### config.mk
export PLATFORM = sky130hd
export DESIGN_NAME = sipo_rx
export DESIGN_NICKNAME = d
export VERILOG_FILES = /design/src/rtl/spi_pkg.sv /design/src/rtl/sync_ff.sv /design/src/rtl/sipo_rx.sv
export SDC_FILE = /design/constraint.sdc
export NUM_CORES = 1
export LEC_CHECK = 0
export ABC_AREA = 0
export CAP_MARGIN = 15
export CORE_ASPECT_RATIO = 0.75
export CORE_MARGIN = 2
export CORE_UTILIZATION = 52
export DETAILED_ROUTE_END_ITERATION = 8
export PLACE_DENSITY = 0.79
export SYNTH_ARGS = -nofsm -noshare
export SYNTH_HDL_FRONTEND = slang
export SYNTH_SLANG_ARGS = --single-unit
### constraint.sdc
create_clock -name clk -period 1.48 [get_ports clk]
set_input_delay 0.148 -clock clk [delete_from_list [all_inputs] [get_ports clk]]
set_output_delay 0.148 -clock clk [all_outputs]
set_load 0.02 [all_outputs]
### src/rtl/spi_pkg.sv
// ---------------------------------------------------------------------------
// spi_pkg
// Shared definitions for the serial receive/transmit blocks. It holds the
// receiver FSM state type and the default word length and synchroniser depth,
// so that the SIPO receiver and any PISO-side blocks agree on them.
// ---------------------------------------------------------------------------
package spi_pkg;

    // Default serial word length in bits.
    localparam int SPI_WIDTH       = 9;

    // Default number of flops in each input synchroniser chain.
    localparam int SPI_SYNC_STAGES = 2;

    // Receiver framing states.
    typedef enum logic {
        IDLE  = 1'b0,
        SHIFT = 1'b1
    } spi_state_t;

endpackage : spi_pkg

### src/rtl/sync_ff.sv
// ---------------------------------------------------------------------------
// sync_ff
// Multi-flop synchroniser that brings a single asynchronous signal into the
// clk domain. The chain resets to RESET_VAL so that an inactive-high input,
// such as a chip select, does not look active while the chain is filling.
//
// Ports
//   clk     : destination clock
//   reset_n : asynchronous active-low reset
//   d       : asynchronous input
//   q       : synchronised output, DEPTH clk cycles behind d
// ---------------------------------------------------------------------------
module sync_ff #(
    parameter int   DEPTH     = 2,
    parameter logic RESET_VAL = 1'b0
) (
    input  logic clk,
    input  logic reset_n,
    input  logic d,
    output logic q
);

    logic [DEPTH-1:0] chain;

    // A depth of one has no bits to shift along, so it is a plain flop.
    generate
        if (DEPTH == 1) begin : g_single
            always_ff @(posedge clk or negedge reset_n) begin
                if (!reset_n) begin
                    chain <= RESET_VAL;
                end else begin
                    chain <= d;
                end
            end
        end else begin : g_chain
            always_ff @(posedge clk or negedge reset_n) begin
                if (!reset_n) begin
                    chain <= {DEPTH{RESET_VAL}};
                end else begin
                    chain <= {chain[DEPTH-2:0], d};
                end
            end
        end
    endgenerate

    assign q = chain[DEPTH-1];

endmodule : sync_ff

### src/rtl/sipo_rx.sv
// ---------------------------------------------------------------------------
// sipo_rx
// Serial-in, parallel-out receiver. An externally clocked serial stream
// (sclk_in / sdi / cs_n) is synchronised into the clk domain. While cs_n is
// low, bits are shifted in LSB first on each rising edge of sclk_in, and each
// completed word is placed in a single holding register with a valid/ready
// handshake. Words that arrive while the holding register is still full are
// dropped and flagged by a sticky overrun bit. A frame that ends part-way
// through a word raises a one-cycle frame_err pulse.
// WIDTH must be at least 2. sclk_in high and low phases must each last at
// least two clk periods.
//
// Ports
//   clk       : system clock; all state changes on its rising edge
//   reset_n   : asynchronous active-low reset
//   sclk_in   : external serial clock, asynchronous to clk
//   sdi       : serial data, LSB first, sampled on sclk_in rising edge
//   cs_n      : active-low frame enable, high when idle
//   rx_data   : received word holding register
//   rx_valid  : rx_data holds a word that has not been consumed
//   rx_ready  : consumer takes rx_data when rx_valid and rx_ready are both high
//   overrun   : sticky; a completed word was dropped
//   frame_err : one-cycle pulse; a frame ended mid-word
// ---------------------------------------------------------------------------
module sipo_rx
    import spi_pkg::*;
#(
    parameter int WIDTH       = SPI_WIDTH,
    parameter int SYNC_STAGES = SPI_SYNC_STAGES
) (
    input  logic             clk,
    input  logic             reset_n,
    input  logic             sclk_in,
    input  logic             sdi,
    input  logic             cs_n,
    output logic [WIDTH-1:0] rx_data,
    output logic             rx_valid,
    input  logic             rx_ready,
    output logic             overrun,
    output logic             frame_err
);

    localparam int               CNT_W    = (WIDTH > 1) ? $clog2(WIDTH) : 1;
    localparam logic [CNT_W-1:0] LAST_BIT = CNT_W'(WIDTH - 1);

    logic             sclk_s;
    logic             sdi_s;
    logic             cs_n_s;
    logic             sclk_prev;
    logic             sclk_rise;
    spi_state_t       state;
    logic [CNT_W-1:0] bit_cnt;
    logic [WIDTH-1:0] shreg;
    logic             word_done;

    // Chip select idles high, so its chain resets high to avoid a false frame
    // start straight out of reset.
    sync_ff #(.DEPTH(SYNC_STAGES), .RESET_VAL(1'b0)) u_sync_sclk (
        .clk     (clk),
        .reset_n (reset_n),
        .d       (sclk_in),
        .q       (sclk_s)
    );

    sync_ff #(.DEPTH(SYNC_STAGES), .RESET_VAL(1'b0)) u_sync_sdi (
        .clk     (clk),
        .reset_n (reset_n),
        .d       (sdi),
        .q       (sdi_s)
    );

    sync_ff #(.DEPTH(SYNC_STAGES), .RESET_VAL(1'b1)) u_sync_cs (
        .clk     (clk),
        .reset_n (reset_n),
        .d       (cs_n),
        .q       (cs_n_s)
    );

    // One-cycle pulse on each synchronised rising edge of the serial clock.
    always_ff @(posedge clk or negedge reset_n) begin
        if (!reset_n) begin
            sclk_prev <= 1'b0;
        end else begin
            sclk_prev <= sclk_s;
        end
    end

    assign sclk_rise = sclk_s & ~sclk_prev;

    // Framing FSM and shifter. word_done is a registered strobe marking that
    // shreg now holds a complete word; because sclk_in phases last at least
    // two clk periods, shreg cannot shift again before the holding register
    // logic has taken the word on the following edge. When cs_n rises, a
    // nonzero bit count means a partial word is being abandoned.
    always_ff @(posedge clk or negedge reset_n) begin
        if (!reset_n) begin
            state     <= IDLE;
            bit_cnt   <= '0;
            shreg     <= '0;
            word_done <= 1'b0;
            frame_err <= 1'b0;
        end else begin
            word_done <= 1'b0;
            frame_err <= 1'b0;
            case (state)
                IDLE: begin
                    if (!cs_n_s) begin
                        state   <= SHIFT;
                        bit_cnt <= '0;
                    end
                end
                SHIFT: begin
                    if (cs_n_s) begin
                        state   <= IDLE;
                        bit_cnt <= '0;
                        if (bit_cnt != '0) begin
                            frame_err <= 1'b1;
                        end
                    end else if (sclk_rise) begin
                        shreg <= {sdi_s, shreg[WIDTH-1:1]};
                        if (bit_cnt == LAST_BIT) begin
                            bit_cnt   <= '0;
                            word_done <= 1'b1;
                        end else begin
                            bit_cnt <= bit_cnt + 1'b1;
                        end
                    end
                end
                default: begin
                    state   <= IDLE;
                    bit_cnt <= '0;
                end
            endcase
        end
    end

    // Holding register with valid/ready handshake. A completed word is taken
    // when the register is empty or is being consumed on the same edge;
    // otherwise it is dropped and overrun is latched. overrun clears on the
    // next handshake; a handshake implies rx_ready, so a new overrun can never
    // coincide with the clear.
    always_ff @(posedge clk or negedge reset_n) begin
        if (!reset_n) begin
            rx_data  <= '0;
            rx_valid <= 1'b0;
            overrun  <= 1'b0;
        end else begin
            if (word_done && (!rx_valid || rx_ready)) begin
                rx_data  <= shreg;
                rx_valid <= 1'b1;
            end else if (rx_valid && rx_ready) begin
                rx_valid <= 1'b0;
            end

            if (word_done && rx_valid && !rx_ready) begin
                overrun <= 1'b1;
            end else if (rx_valid && rx_ready) begin
                overrun <= 1'b0;
            end
        end
    end

endmodule : sipo_rx

==> results_dict.tcl <==
set metrics [dict create \
    critical_path_destination "overrun" \
    reg2reg_slack_ns 0.09 \
    syn_area_um2 1300 \
    worst_skew_pair.late_latency_ns 0.32 \
    finClkSkew_ns 0.0159 \
    clkSlewWorstSetupHoldPaths_ns 0.10 \
    slew_worst_pin_ns 0.408 \
    rr_endpoint "bit_cnt[2]" \
    dr_total_vias 760 \
    max_cap_violations 0 \
    status "finished clean" \
    maxClockFrequency_ghz 0.710 \
    leakagePower_nw 0.927 \
    grt.overflow.total 0 \
    cts_hold_buffers 0 \
    n_antenna_cell 0 \
    core_um2 2330 \
    most-common-layout-cells "sky130_fd_sc_hd__dfrtp_1, sky130_fd_sc_hd__mux2_2, sky130_fd_sc_hd__dlymetal6s2s_1" \
    layout_worst_path_cycle_share 0.951 \
    synth_nets 96 \
    power_mw 1.62 \
    critical_path.startpoint_type "flop" \
    number_of_endpoints_with_negative_hold_slack_in_the_final_report 0 \
    timing.critical_path.buf_inv 1 \
    layout.filler_cells 189 \
    tritoncts "done" \
    critPathRequiredTime_ns 1.33 \
    die_height_um 47.3 \
    clock-root-buffer "sky130_fd_sc_hd__clkbuf_4" \
    dpl.hpwl_um 1370 \
    number_of_global_route_vias_before_repair 734 \
    synthFlopType "sky130_fd_sc_hd__dfrtp_1" \
    portion_of_the_post_synthesis_area_used_by_sequential_elements 0.658 \
    layout.cells.most_common "sky130_fd_sc_hd__dfrtp_1" \
    setup.worst_path.class "flop to primary output" \
    area_delta_synth_final_pct 24.4 \
    antenna_found_initial 0 \
    worst_hold_path_class "input pin to async pin" \
    fin_setup_tns_ns 0 \
    ys_ff_latch 34 \
    synthesis.instances 88 \
    remaining_number_of_nets_flagged_by_the_antenna_check_after_routing 0 \
    initial_drc_count 10 \
    critical_path.top_delay_family "buffers and inverters" \
    die_width_um 61.7 \
    drt-wirelength-per-cell_um 13.2 \
    cts.sinks 34 \
    yosysWarningCount 0 \
    worst_path_max_delay_cell "sky130_fd_sc_hd__clkdlybuf4s50_1" \
    synth_edf_count 0 \
    launching_instance_or_port_of_the_critical_path "overrun" \
    total_of_endpoints_with_negative_setup_slack_in_the_final_report 0 \
    worst_r2r_path_depth 5 \
    endpoint_kind "primary output" \
    finalWorstPathRequiredPeriod_ns 1.41 \
    cts_max_path_buffers 2 \
    grt_pass1_wl_um 3220 \
    port-buffer-count 17 \
    power-per-cell-area_nw_per_um2 1010 \
    final_layout_size_suffix_gt1_frac 0.274 \
    place.gp.congestion 0.701 \
    cts_inserted_buffers 5 \
    drt_drc_violations_left 0 \
    asyncSetResetFlopFracSynth 1.00 \
    slew_headroom 0.728 \
    initial_core_util 0.558 \
    post_detailed_route_via_to_cell_ratio 5.03 \
    worst-path-stages 1 \
    synth_cell_types 22 \
    worst_path_maximum_fanout 2 \
    ios 18 \
    post_synth.cell_area_avg_um2 14.7 \
    final_cell_count_no_fill 151 \
    critical-path-max-stage-delay_ns 0.60 \
    dp.cells 142 \
    ir_drop_uv 736 \
    critical_path.cell_chain "clkdlybuf4s50_1" \
    total_wire_length_after_detailed_routing_um 1990 \
    gr-usage-all-layers 0.164 \
    fp.dieArea_um2 2920 \
    grt_setup_unrepaired "false" \
    cts_htree_levels 2 \
    pin_count_of_the_biggest_net_entering_global_routing 35 \
    detailedRoute.firstPassIterationCount 4 \
    placementRows 15 \
    cp.arrival_ns 1.26 \
    final-max-slew-violation-count 0 \
    number_of_nets_in_the_layout 124 \
    worst_r2r_startpoint "u_sync_cs.chain[1]" \
]
power by group:
group / total, mW / switching, mW / internal [mW]
logic: 0.124 / 0.0475 / 0.0767
registers: 1.04 / 0.0462 / 0.996
clock network: 0.458 / 0.269 / 0.189
total: 1.62 / 0.363 / 1.26
state kept, by name, indices dropped and copies added (netlist names):
signal             count
bit_cnt                4
frame_err              1
overrun                1
rx_data                9
rx_valid               1
sclk_prev              1
shreg                  9
state                  1
u_sync_cs.chain        2
u_sync_sclk.chain      2
u_sync_sdi.chain       2
word_done              1
synthesized netlist by cell type, types with 2 or more instances:
cell type,n,area share
sky130_fd_sc_hd__nand2_1,6,0.017
sky130_fd_sc_hd__ha_1,2,0.019
sky130_fd_sc_hd__mux2_2,14,0.12
sky130_fd_sc_hd__nor2b_1,3,0.014
sky130_fd_sc_hd__dfrtp_1,32,0.62
sky130_fd_sc_hd__o21ai_0,3,0.012
sky130_fd_sc_hd__nand2b_1,3,0.014
sky130_fd_sc_hd__inv_1,4,0.012
sky130_fd_sc_hd__dfstp_2,2,0.041
sky130_fd_sc_hd__mux2_4,4,0.046
sky130_fd_sc_hd__a21oi_1,4,0.015
cell families (layout without fill, tap and decap cells):
kind of cell	Yosys count	count (layout)	synth area share
DFF	34	34	0.658
muxes	18	18	0.168
and+or+nand+nor	17	17	0.0752
AOI/OAI and AO/OA	11	11	0.0482
buffers and inverters	6	35	0.0318
adders and majority gates	2	2	0.0193
metrics by stage:
step           cell area, µm²   util  worst slack (ns)  hold WS, ns
2_1_floorplan            1300      -             0.109       -0.148
3_3_place_gp             1530  0.659            0.0676        0.334
3_5_place_dp             1530  0.659           0.00949        0.341
4_1_cts                  1580  0.680           0.00174        0.214
5_1_grt                  1610  0.694           0.00507        0.209
6_report                 1610  0.694            0.0721        0.222
how the worst min path moves through the flow:
stage	start	end	slack [ns]	depth (start not counted)
finish	reset_n	rx_data[0]	0.22	2
global placement	u_sync_sclk.chain[0]	u_sync_sclk.chain[1]	0.33	0
floorplan	reset_n	bit_cnt[0]	-0.15	0
global route	cs_n	u_sync_cs.chain[0]	0.21	1
detailed placement	u_sync_sclk.chain[0]	u_sync_sclk.chain[1]	0.34	0
CTS	cs_n	u_sync_cs.chain[0]	0.21	1
routing by layer:
metal  vias up  GRT usage  wire length [µm]
met3         5     0.0606               113
li1        356          -                 -
met5         -          0                 0
met2        24      0.263               973
met4         0     0.0894                34
met1       375      0.196               868
repair_timing:
action	in CTS	in global routing
setup buffers	0	1
gates resized for setup	1	10
endpoints found under the setup margin	1	11
pin swaps	0	0
cell type report:
type	count	area (µm²)	share of cell area
flip-flops and latches	34	853	0.529
multi-input cells	48	405	0.251
repair buffers	23	249	0.154
clock buffers	8	48.8	0.0302
well taps	34	42.5	0.0264
inverters	4	15.0	0.00930
(Power assumes the default switching activity.)
